$ cat src/rtl/ni_packet_injector_if.sv
// Packet-request, payload, credit and flit signals between a network-interface
// injector (master) and its environment / router local port (slave).
interface ni_packet_injector_if #(
  parameter int unsigned flit_size               = 1,
  parameter int unsigned phit_size               = 16,
  parameter int unsigned addr_length             = 10,
  parameter int unsigned no_vc                   = 4,
  parameter int unsigned floorplusone_log2_no_vc = 2,
  parameter int unsigned len_bits                = 4
);
  localparam int unsigned W = flit_size * phit_size;

  logic                               pkt_valid;
  logic                               pkt_ready;
  logic [addr_length-1:0]             pkt_dest;
  logic [len_bits-1:0]                pkt_len;
  logic [floorplusone_log2_no_vc-1:0] pkt_vc;
  logic                               payload_valid;
  logic                               payload_ready;
  logic [W-3:0]                       payload_data;
  logic [no_vc-1:0]                   credit_in;
  logic [W-1:0]                       flit_out;
  logic                               flit_valid;
  logic [floorplusone_log2_no_vc-1:0] flit_vc;
  logic                               busy;

  modport master (
    input  pkt_valid, pkt_dest, pkt_len, pkt_vc, payload_valid, payload_data, credit_in,
    output pkt_ready, payload_ready, flit_out, flit_valid, flit_vc, busy
  );

  modport slave (
    output pkt_valid, pkt_dest, pkt_len, pkt_vc, payload_valid, payload_data, credit_in,
    input  pkt_ready, payload_ready, flit_out, flit_valid, flit_vc, busy
  );
endinterface

$ cat src/rtl/ni_packet_injector.sv
// Network-interface transmitter: turns packet requests plus a payload stream into
// head/body/tail flits, one per cycle, under per-VC credit-based flow control.
module ni_packet_injector #(
  parameter int unsigned flit_size               = 1,
  parameter int unsigned phit_size               = 16,
  parameter int unsigned addr_length             = 10,
  parameter int unsigned addr_place_in_header    = 0,
  parameter int unsigned no_vc                   = 4,
  parameter int unsigned floorplusone_log2_no_vc = 2,
  parameter int unsigned buffer_depth            = 4,
  parameter int unsigned len_bits                = 4
) (
  input logic                  clk,
  input logic                  reset,
  ni_packet_injector_if.master ni
);
  localparam int unsigned W  = flit_size * phit_size;
  localparam int unsigned CW = $clog2(buffer_depth + 1);

  localparam logic [len_bits-1:0] LenOne   = {{(len_bits-1){1'b0}}, 1'b1};
  localparam logic [CW-1:0]       MaxCred  = CW'(buffer_depth);
  localparam logic [CW-1:0]       CredOne  = {{(CW-1){1'b0}}, 1'b1};
  localparam logic [no_vc-1:0]    VcOneHot = {{(no_vc-1){1'b0}}, 1'b1};

  typedef enum logic [1:0] {StIdle, StHead, StBody} state_e;

  state_e                             state_q, state_d;
  logic [addr_length-1:0]             dest_q;
  logic [len_bits-1:0]                len_q;
  logic [len_bits-1:0]                rem_q, rem_d;
  logic [floorplusone_log2_no_vc-1:0] vc_q;
  logic [CW-1:0]                      credit_q [no_vc];
  logic [CW-1:0]                      credit_d [no_vc];
  logic [W-1:0]                       flit_q, flit_d;
  logic                               flit_valid_q;
  logic [floorplusone_log2_no_vc-1:0] flit_vc_q;

  logic                accept;
  logic                send;
  logic                pay_take;
  logic                has_credit;
  logic [len_bits-1:0] len_eff;
  logic [W-1:0]        hdr;
  logic [no_vc-1:0]    take;

  assign len_eff    = (ni.pkt_len == '0) ? LenOne : ni.pkt_len;
  assign has_credit = (credit_q[vc_q] != '0);

  always_comb begin
    hdr = '0;
    hdr[W-1:W-2] = (len_q == LenOne) ? 2'b11 : 2'b01;
    hdr[W-3 -: len_bits] = len_q;
    hdr[addr_place_in_header+addr_length-1 -: addr_length] = dest_q;
  end

  always_comb begin
    state_d  = state_q;
    rem_d    = rem_q;
    accept   = 1'b0;
    send     = 1'b0;
    pay_take = 1'b0;
    flit_d   = '0;
    case (state_q)
      StIdle: begin
        if (ni.pkt_valid) begin
          accept  = 1'b1;
          rem_d   = len_eff;
          state_d = StHead;
        end
      end
      StHead: begin
        if (has_credit) begin
          send    = 1'b1;
          flit_d  = hdr;
          rem_d   = rem_q - LenOne;
          state_d = (len_q == LenOne) ? StIdle : StBody;
        end
      end
      StBody: begin
        // A body/tail word moves only when both payload and a downstream slot exist.
        if (ni.payload_valid && has_credit) begin
          pay_take = 1'b1;
          send     = 1'b1;
          flit_d   = {((rem_q == LenOne) ? 2'b10 : 2'b00), ni.payload_data};
          rem_d    = rem_q - LenOne;
          if (rem_q == LenOne) state_d = StIdle;
        end
      end
      default: state_d = StIdle;
    endcase
  end

  assign take = send ? (VcOneHot << vc_q) : '0;

  // Simultaneous send and return on one VC cancel; returns beyond full depth are dropped.
  always_comb begin
    for (int v = 0; v < int'(no_vc); v++) begin
      credit_d[v] = credit_q[v];
      if (ni.credit_in[v] && !take[v]) begin
        if (credit_q[v] != MaxCred) credit_d[v] = credit_q[v] + CredOne;
      end else if (take[v] && !ni.credit_in[v]) begin
        credit_d[v] = credit_q[v] - CredOne;
      end
    end
  end

  always_ff @(posedge clk) begin
    if (reset) begin
      state_q      <= StIdle;
      dest_q       <= '0;
      len_q        <= '0;
      rem_q        <= '0;
      vc_q         <= '0;
      flit_q       <= '0;
      flit_valid_q <= 1'b0;
      flit_vc_q    <= '0;
      for (int v = 0; v < int'(no_vc); v++) credit_q[v] <= MaxCred;
    end else begin
      state_q      <= state_d;
      rem_q        <= rem_d;
      flit_valid_q <= send;
      credit_q     <= credit_d;
      if (accept) begin
        dest_q <= ni.pkt_dest;
        len_q  <= len_eff;
        vc_q   <= ni.pkt_vc;
      end
      if (send) begin
        flit_q    <= flit_d;
        flit_vc_q <= vc_q;
      end
    end
  end

  assign ni.pkt_ready     = (state_q == StIdle);
  assign ni.busy          = (state_q != StIdle);
  assign ni.payload_ready = pay_take;
  assign ni.flit_out      = flit_q;
  assign ni.flit_valid    = flit_valid_q;
  assign ni.flit_vc       = flit_vc_q;
endmodule
$ cat src/flat_wrapper.sv
// flat-port wrapper written by rule: the top's interface ports become plain ports
module ni_packet_injector_flat 
#(
  parameter int unsigned flit_size               = 1,
  parameter int unsigned phit_size               = 16,
  parameter int unsigned addr_length             = 10,
  parameter int unsigned addr_place_in_header    = 0,
  parameter int unsigned no_vc                   = 4,
  parameter int unsigned floorplusone_log2_no_vc = 2,
  parameter int unsigned buffer_depth            = 4,
  parameter int unsigned len_bits                = 4
)
  (clk, reset, ni_pkt_valid, ni_pkt_dest, ni_pkt_len, ni_pkt_vc, ni_payload_valid, ni_payload_data, ni_credit_in, ni_pkt_ready, ni_payload_ready, ni_flit_out, ni_flit_valid, ni_flit_vc, ni_busy);
  ni_packet_injector_if #(.flit_size(flit_size), .phit_size(phit_size), .addr_length(addr_length), .no_vc(no_vc), .floorplusone_log2_no_vc(floorplusone_log2_no_vc), .len_bits(len_bits)) ni_i ();
  input logic clk;
  input logic reset;
  input wire logic [$bits(ni_i.pkt_valid)-1:0] ni_pkt_valid;
  input wire logic [$bits(ni_i.pkt_dest)-1:0] ni_pkt_dest;
  input wire logic [$bits(ni_i.pkt_len)-1:0] ni_pkt_len;
  input wire logic [$bits(ni_i.pkt_vc)-1:0] ni_pkt_vc;
  input wire logic [$bits(ni_i.payload_valid)-1:0] ni_payload_valid;
  input wire logic [$bits(ni_i.payload_data)-1:0] ni_payload_data;
  input wire logic [$bits(ni_i.credit_in)-1:0] ni_credit_in;
  output wire logic [$bits(ni_i.pkt_ready)-1:0] ni_pkt_ready;
  output wire logic [$bits(ni_i.payload_ready)-1:0] ni_payload_ready;
  output wire logic [$bits(ni_i.flit_out)-1:0] ni_flit_out;
  output wire logic [$bits(ni_i.flit_valid)-1:0] ni_flit_valid;
  output wire logic [$bits(ni_i.flit_vc)-1:0] ni_flit_vc;
  output wire logic [$bits(ni_i.busy)-1:0] ni_busy;
  assign ni_i.pkt_valid = ni_pkt_valid;
  assign ni_i.pkt_dest = ni_pkt_dest;
  assign ni_i.pkt_len = ni_pkt_len;
  assign ni_i.pkt_vc = ni_pkt_vc;
  assign ni_i.payload_valid = ni_payload_valid;
  assign ni_i.payload_data = ni_payload_data;
  assign ni_i.credit_in = ni_credit_in;
  assign ni_pkt_ready = ni_i.pkt_ready;
  assign ni_payload_ready = ni_i.payload_ready;
  assign ni_flit_out = ni_i.flit_out;
  assign ni_flit_valid = ni_i.flit_valid;
  assign ni_flit_vc = ni_i.flit_vc;
  assign ni_busy = ni_i.busy;
  ni_packet_injector #(.flit_size(flit_size), .phit_size(phit_size), .addr_length(addr_length), .addr_place_in_header(addr_place_in_header), .no_vc(no_vc), .floorplusone_log2_no_vc(floorplusone_log2_no_vc), .buffer_depth(buffer_depth), .len_bits(len_bits)) u_core (.clk(clk), .reset(reset), .ni(ni_i));
endmodule
$ cat config.mk
export PLATFORM = sky130hd
export DESIGN_NAME = ni_packet_injector_flat
export DESIGN_NICKNAME = d
export VERILOG_FILES = /design/src/rtl/ni_packet_injector_if.sv /design/src/rtl/ni_packet_injector.sv /design/src/flat_wrapper.sv
export SDC_FILE = /design/constraint.sdc
export NUM_CORES = 1
export LEC_CHECK = 0
export ABC_AREA = 1
export ABC_CLOCK_PERIOD_IN_PS = 2300
export CAP_MARGIN = 40
export CORE_MARGIN = 2
export CORE_UTILIZATION = 35
export DETAILED_ROUTE_END_ITERATION = 10
export DONT_BUFFER_PORTS = 1
export GPL_TIMING_DRIVEN = 0
export SLEW_MARGIN = 20
export SYNTH_ARGS = -nofsm -noshare
export SYNTH_HDL_FRONTEND = slang
export SYNTH_SLANG_ARGS = --single-unit
$ cat constraint.sdc
create_clock -name clk -period 2.3 [get_ports clk]
set_clock_uncertainty 0.1 [all_clocks]
set_input_delay 0.345 -clock clk [delete_from_list [all_inputs] [get_ports clk]]
set_output_delay 0.345 -clock clk [all_outputs]
set_load 0.01 [all_outputs]
# Word-level counts from Yosys, hierarchy flattened
# Index checks and enable logic that the tools add are counted.
[word_totals]
n_memories = 0
rom_bits = 0
inputBits = 38
ramBits = 0
latch_bits = 0
regBits = 53
[classes]
mul = 0
shifts = 1
n_lt_le_gt_ge = 1
n_mux = 38
n_div = 0
eq_ne = 16
bitwise = 1
n_addsub = 9
reduce_logical = 32
[op_table]
columns = ["operator", "n"]
rows = [
  ["2-to-1 mux 3 bit", 14],
  ["2-to-1 mux 16 bit", 2],
  ["case mux 16 bit (2 select lines)", 1],
  ["2-to-1 mux 4 bit", 5],
  ["2-to-1 mux 2 bit", 7],
  ["adder 3 x 1 -> 3 bit, second input constant", 4],
  ["!= test 3 bit, second input constant", 4],
  ["case mux 4 bit (3 select lines)", 1],
  ["subtractor 3 x 1 -> 3 bit, second input constant", 4],
  ["!= test 2 bit, second input constant", 5],
  ["nonzero test 2 bit", 5],
  ["logical AND 1 bit", 9],
  ["== test 4 x 1 -> 1 bit, second input constant", 2],
  ["logical NOT 1 bit", 8],
  ["AND reduction 2 bit", 4],
  ["AND reduction 4 bit", 2],
  ["binary-select mux 3 bit (select 2 bit)", 1],
  ["!= test 2 x 1 -> 1 bit, second input constant", 3],
  ["case mux 2 bit (3 select lines)", 1],
  ["nonzero test 3 bit", 2],
  ["2-to-1 mux 1 bit", 5],
  ["logical NOT 4 bit", 1],
  ["left shift 1 x 2 -> 4 bit, first input constant", 1],
  ["subtractor 4 x 1 -> 4 bit, second input constant", 1],
  ["6 further kinds", 6],
]

# Depth between registers and ports, before layout
[depth]
ltp_word = 13
ltp_mapped = 16

# Worst setup path before layout
# Ideal clock, no wire load.
[synth_timing]
kind = "flip-flop to flip-flop"
from = "register u_core.credit_q[0] in the netlist's numbering"
to = "register u_core.credit_q[11] in the netlist's numbering"
arrival_time_ns = 1.777
path_stages_with_launch = 16
synth_period_minus_slack_ns = 1.999
path_buffers = 0
path_slack_ns = 0.301
path_cell_list = "dfxtp_1 -> nor2_1 -> nand2_1 -> nand2_1 -> nand2_1 -> inv_2 -> nand2_4 -> nand3_1 -> nand2_1 -> nand3_1 -> nand2_1 -> fa_1 -> inv_1 -> nand4_1 -> nand3_1 -> nand3_1"
[synth_via]
elab_chain_cells = 12
elab_cells_between_ends = 16
cone_classes = "eq/ne (1); mux (8); reduce/logical (7)"
[synth_rtl]
columns = ["item", "line", "rtl"]
rows = [
  ["start, declared", "ni_packet_injector.sv:32", "logic [CW-1:0] credit_q [no_vc];"],
  ["start signal, assigned", "ni_packet_injector.sv:122", "credit_q <= credit_d;"],
  ["binary-select mux 3 bit (select 2 bit) *", "ni_packet_injector.sv:47", "assign has_credit = (credit_q[vc_q] != '0);"],
  ["2-to-1 mux 3 bit (not written as such) * (2 in series)", "ni_packet_injector.sv:47", ""],
  ["nonzero test 3 bit *", "ni_packet_injector.sv:47", ""],
  ["logical AND 1 bit", "ni_packet_injector.sv:81", "if (ni.payload_valid && has_credit) begin"],
  ["2-to-1 mux 1 bit", "ni_packet_injector.sv:81", ""],
  ["case mux 1 bit (2 select lines) *", "ni_packet_injector.sv:63", "case (state_q)"],
  ["2-to-1 mux 4 bit *", "ni_packet_injector.sv:93", "assign take = send ? (VcOneHot << vc_q) : '0;"],
  ["logical NOT 1 bit", "ni_packet_injector.sv:99", "if (ni.credit_in[v] && !take[v]) begin"],
  ["logical AND 1 bit", "ni_packet_injector.sv:99", ""],
  ["!= test 2 bit (no line) or nonzero test 2 bit (tied branches)", "--", ""],
  ["AND reduction 2 bit (no line)", "--", ""],
]
# Every way passes the cells marked *; elsewhere a longest branch is shown, timed or not. The select of a mux whose other input is x is not followed.
# A chain may end at the register's enable or synchronous reset.

# Worst setup path after layout
[layout_timing]
from = "register u_core.vc_q[0]"
to = "output port ni_payload_ready"
[layout_via]
elab_chain_cells = 8
[layout_rtl]
columns = ["item", "line", "rtl"]
rows = [
  ["start, declared", "ni_packet_injector.sv:31", "logic [floorplusone_log2_no_vc-1:0] vc_q;"],
  ["start signal, assigned", "ni_packet_injector.sv:126", "vc_q <= ni.pkt_vc;"],
  ["NOT 2 -> 3 bit (not written as such)", "ni_packet_injector.sv:47", ""],
  ["binary-select mux 3 bit (select 2 bit)", "ni_packet_injector.sv:47", ""],
  ["2-to-1 mux 3 bit (not written as such) (2 in series)", "ni_packet_injector.sv:47", ""],
  ["nonzero test 3 bit", "ni_packet_injector.sv:47", ""],
  ["logical AND 1 bit", "ni_packet_injector.sv:81", ""],
  ["2-to-1 mux 1 bit", "ni_packet_injector.sv:81", ""],
  ["2-to-1 mux 1 bit", "ni_packet_injector.sv:63", ""],
  ["end, declared", "flat_wrapper.sv:25", "output wire logic [$bits(ni_i.payload_ready)-1:0] ni_payload_ready;"],
]
# Every way passes these cells. The select of a mux whose other input is x is not followed.

==> run metrics <==
P&R area growth vs syn 12.3%; initial antenna violation count 0; outcome complete, no violations; cts bufs inserted 5; Power Dens Cells 1170 nW/um^2; Initial Utilization between 30 and 40%; crit path time final approximately 2.1 ns; Syn Nets around 400; register area share after synthesis ~41%; critical path cell sequence inv_1 > nor2_4 > nand2_1 > nand2_1 > inv_2 > nand2_4 > nand3_4 > inv_2 > buf_4; Cell variety after synth 27; vias in the first global route between 2,000 and 2,500; global-route wire length before repair between 10,000 and 15,000 um; HP Class input port to flip-flop; fillers between 700 and 800; Synth Area per Inst approximately 7 um^2; die area about 8100 um^2; DRC 0; Total Wirelength 6360 um; Critical Path RT 1.86 ns; largest net degree at the start of global routing 19; DRT iter0 DRCs between 80 and 90; Post-layout nets ~420; Max Cap Viol 0; Tcrit/Tclk final 92.6%; Final Setup Violations 0; vias 2,319; Worst-path clk slew about 0.11 ns; worst r2r src u_core.vc_q[1]; antenna viol nets, final 0; Critical Path Start Type flip-flop; share of cells above drive strength 1 between 10% and 20%; CTS sink cnt 53; I/O pins 60; Slew headroom about three fifths; Cells after Synth roughly 360; Clock Root Buffer clkbuf_8; # H-tree levels 2; Slew Viols, Final 0; Netlist Area Pre-Place around 2600 um^2; CP max stage delay slightly below 0.4 ns; Clock Latency Late Sink about 0.32 ns; CTS Buffer Depth 2; most frequent cells in the layout nand2_1 (80), dfxtp_1 (48), o21ai_0 (41); port bufs 0; highest-delay cell along the critical path dfxtp_2; CP arrival 1.68 ns; hold path start ni_payload_data[5]; Core Util, Final approximately 40%; setup_tns 0 ns; Final Hold Fails 0; fmax between 400 and 500 MHz; chip height 89.9 um; Max VDD drop around 0.39 mV; Die X around 90 um; routability congestion estimate from global placement 0.800; RSZ-0062 raised after global routing no; All-Layer GR Usage 16.0%; worst slew pin tran between 0.5 and 0.6 ns; Seq cells post-synth between 50 and 60; P_leak 1.22 nW; WL/cell ~14 um; CP Max Fanout 10; gr ovfl total 0; Vias/cell a little under 5; DR pass1 iterations 6; TritonCTS clock tree built; core area just over 7000 um^2; Critical Setup Path Class flip-flop to output port; Critical Path Start u_core.vc_q[0]; Detail Placement HPWL approximately 4800 um; FP Rows 31; critical path capture point type output port; ant diodes 0; commonest non-fill, non-tap cell in the layout nand2_1; yosys warns 0
-- synthesized netlist by cell type --
cell	number	area, um^2
buf_2	6	30.0
dfxtp_1	53	1060
o21ai_0	41	205
inv_2	2	7.51
clkinv_2	1	5.00
a211oi_1	1	7.51
inv_1	36	135
a21oi_2	2	17.5
or2_2	1	6.26
nand3_1	29	145
nand2_2	1	6.26
clkbuf_1	8	30.0
a31oi_1	14	87.6
nor2_1	37	139
nand2_4	3	33.8
xor2_1	1	8.76
nor2_2	2	12.5
o22ai_1	2	12.5
nand3_2	1	10.0
nand2_1	81	304
buf_6	1	11.3
a21oi_1	17	85.1
fa_1	4	80.1
nor3_1	2	10.0
nand4_1	10	62.6
ha_1	5	62.6
o211ai_1	1	7.51
-- power breakdown --
group / internal, W / switching [W]
logic: 0.000434 / 0.000823
registers: 0.00120 / 0.000264
clock network: 0.000334 / 0.000344
-- final timing paths --
kind / to / slack [ns] / cells past startpoint
max reg2reg: u_core.credit_q[11] / 0.17 / 15
min reg2reg: u_core.ni.flit_out[7] / 0.38 / 2
min: u_core.ni.flit_out[5] / 0.06 / 2
max: ni_payload_ready / 0.17 / 9
-- logic make-up after synthesis --
logic type,share of synthesized area (%)
fa+ha+maj,5.52
flops,41.1
buf+inv,8.47
simple gates,28.2
xor+xnor,0.339
compound gates,16.4
-- worst max-delay path: cells and delay by family, from the launching register on --
family | cells | cell delay (ns)
buffers and inverters | 4 | 0.48
AND/OR/NAND/NOR | 5 | 0.49
flip-flops | 1 | 0.39
-- timing repair --
| item | 4_1_cts | 5_1_grt |
|---|---|---|
| hold endpoints to repair | 0 | 0 |
| setup buffers | 0 | 0 |
| setup endpoints to repair | 4 | 9 |
| pin swaps | 0 | 0 |
| hold buffers | 0 | 0 |
| resized for setup | 4 | 18 |
-- state kept, by name, indices dropped and copies added (netlist names) --
signal,cells
u_core.credit_q,12
u_core.vc_q,2
u_core.ni.flit_out,16
u_core.rem_q,4
u_core.ni.flit_vc,2
u_core.len_q,4
u_core.ni.flit_valid,1
u_core.dest_q,10
u_core.state_q,2
-- area by class of cell --
cell class / instances / area [um^2] / share of cell area (%)
tap: 99 / 124 / 4.27
buffer: 15 / 73.8 / 2.55
clock inverter: 3 / 50.0 / 1.73
inverter: 39 / 148 / 5.09
sequential: 53 / 1070 / 36.8
multi-input combinational: 255 / 1370 / 47.2
clock buffer: 5 / 68.8 / 2.37
-- layer usage --
metal	global-route usage, %	part of all wire (%)	wire (um)	up-vias
met3	4.44	6.7	427	10
li1	-	-	-	1200
met5	0	0	0	-
met1	20.5	46	2920	1052
met4	5.90	2.1	132	0
met2	26.0	45	2880	57
-- through the flow --
step	total power (W)	cell area, um^2	worst slack (ns)	hold WS, ns	cells
after detailed placement	0.00266	2710	-0.00470	0.365	461
after global placement	0.00264	2710	0.0274	0.359	461
after floorplan	0.00237	2580	0.301	0.344	362
after global routing	0.00368	2900	0.00919	0.0672	469
final	0.00340	2900	0.170	0.0648	469
after CTS	0.00335	2840	-0.0113	0.0625	469
(Power assumes the default switching activity.)
==> variant, RTL diff (same flow settings) <==
`addr_length` is set to 10 in 3 places; all go to 9.
--- a/src/rtl/ni_packet_injector_if.sv
+++ b/src/rtl/ni_packet_injector_if.sv
@@ -3,7 +3,7 @@
 interface ni_packet_injector_if #(
   parameter int unsigned flit_size               = 1,
   parameter int unsigned phit_size               = 16,
-  parameter int unsigned addr_length             = 10,
+  parameter int unsigned addr_length             = 9,
   parameter int unsigned no_vc                   = 4,
   parameter int unsigned floorplusone_log2_no_vc = 2,
   parameter int unsigned len_bits                = 4
--- a/src/rtl/ni_packet_injector.sv
+++ b/src/rtl/ni_packet_injector.sv
@@ -3,7 +3,7 @@
 module ni_packet_injector #(
   parameter int unsigned flit_size               = 1,
   parameter int unsigned phit_size               = 16,
-  parameter int unsigned addr_length             = 10,
+  parameter int unsigned addr_length             = 9,
   parameter int unsigned addr_place_in_header    = 0,
   parameter int unsigned no_vc                   = 4,
   parameter int unsigned floorplusone_log2_no_vc = 2,
--- a/src/flat_wrapper.sv
+++ b/src/flat_wrapper.sv
@@ -3,7 +3,7 @@
 #(
   parameter int unsigned flit_size               = 1,
   parameter int unsigned phit_size               = 16,
-  parameter int unsigned addr_length             = 10,
+  parameter int unsigned addr_length             = 9,
   parameter int unsigned addr_place_in_header    = 0,
   parameter int unsigned no_vc                   = 4,
   parameter int unsigned floorplusone_log2_no_vc = 2,
Interface: changed (resized ni_pkt_dest); port bits go from 60 to 59. No check against the original RTL was run, so the function may have changed too.
==> variant against the unedited design <==
- via count fell by 1.6%
- setup slack lost 0.038 ns
- sequential cell count down 1
- fmax down 1.8%
- final cell count up 0.64%
- area after synthesis shrank 1.5%
- total power up 1.1%
- worst hold slack improved by 0.011 ns
- final area is 0.78% lower
- sequential share of layout area decreased by 0.15 points
- wire length fell by 0.93%
- critical path type is now reg2reg
==> variant: results (changes against the unedited design) <==
final WL=6300 µm (-0.93%); Hold WS=0.0762 ns (+0.0114 ns); vias in the first global route=2,000 (-8.1%); post-placement cell area=0.00267 mm² (-1.4%); fill cell count=769 (-2.2%); Max FO, Critical Path=9 (-1); placed instance count=460 (-0.22%); share of the yosys chip area belonging to registers=0.409 (-0.00161); Leakage=1.21 nW (-0.16%); CP arrival=2.27 ns (+0.59 ns); dpl ws=-0.0438 ns (-0.0391 ns); Area Growth Syn to Fin=13.1%; Post-Syn Instances=361 (-0.28%); VDD IR max=398 µV (+1.3%); global-route usage over all layers=0.160 (-0.000446); met2 usage=0.244 (-0.0157); outcome=finished, final reports clean; FF-to-FF End=u_core.credit_q[2]; synth top area cells=dfxtp_1, nand2_1, o21ai_0; DP HPWL=4780 µm (-1.2%); wl on met1=2970 µm (+1.6%); worst slew pin tran=0.457 ns (-0.131 ns); cell family with most CP delay=adder cells; WL met2=2860 µm (-0.59%); met3 Usage GRT=0.0572 (+0.0128); routed vias/inst=4.84 (-2.2%); Vias=2,283 (-1.6%); library cells used by synthesis=26 (-3.7%); R2R depth=12 (-3); Worst R2R Setup Slack=0.13 ns (-0.04 ns)
## variant: changes by cell type after synthesis, moves of 3 or more
cell     change
nor2_1       +9
inv_1        +8
nand3_1      -7
nand2_1      -6
o21ai_1      +5
nand2_4      -3
nand4_1      -3
## variant: kinds of logic after synthesis
kind of cell / share of synthesized area
AND/OR/NAND/NOR: 0.267
flip-flops: 0.409
adder cells (fa/ha/maj): 0.0560
XOR/XNOR: 0.00344
buffers and inverters: 0.0964
AO/OA/AOI/OAI: 0.168
## variant: repair_timing
| item | 4_1_cts | 5_1_grt |
|---|---|---|
| pin swaps | 0 | 4 |
| hold buffers | 1 | 1 |
| hold endpoints to repair | 4 | 1 |
| endpoints found under the setup margin | 4 | 9 |
| setup buffers | 0 | 2 |
| gates resized for setup | 6 | 25 |
## variant: worst min path at each step
stage | start | endpoint | depth (start not counted)
4_1_cts | reset | u_core.ni.flit_valid | 1
3_3_place_gp | reset | u_core.ni.flit_out[9] | 1
2_1_floorplan | reset | u_core.ni.flit_out[14] | 1
6_report | ni_payload_data[12] | u_core.ni.flit_out[12] | 2
3_5_place_dp | reset | u_core.ni.flit_out[14] | 1
5_1_grt | ni_payload_data[8] | u_core.ni.flit_out[8] | 2
## variant: report_power, final
part | switching [mW] | total [mW] | internal (mW)
Clock | 0.344 | 0.569 | 0.225
Sequential | 0.276 | 1.48 | 1.20
Combinational | 0.876 | 1.39 | 0.509
Total | 1.50 | 3.43 | 1.94
## variant: area by class of cell
type / count / share of cell area
Multi-Input combinational cell: 250 / 0.458
Timing Repair Buffer: 4 / 0.0122
Sequential cell: 52 / 0.367
Buffer: 15 / 0.0300
Clock inverter: 3 / 0.00913
Clock buffer: 5 / 0.0239
Tap cell: 99 / 0.0430
Inverter: 44 / 0.0574
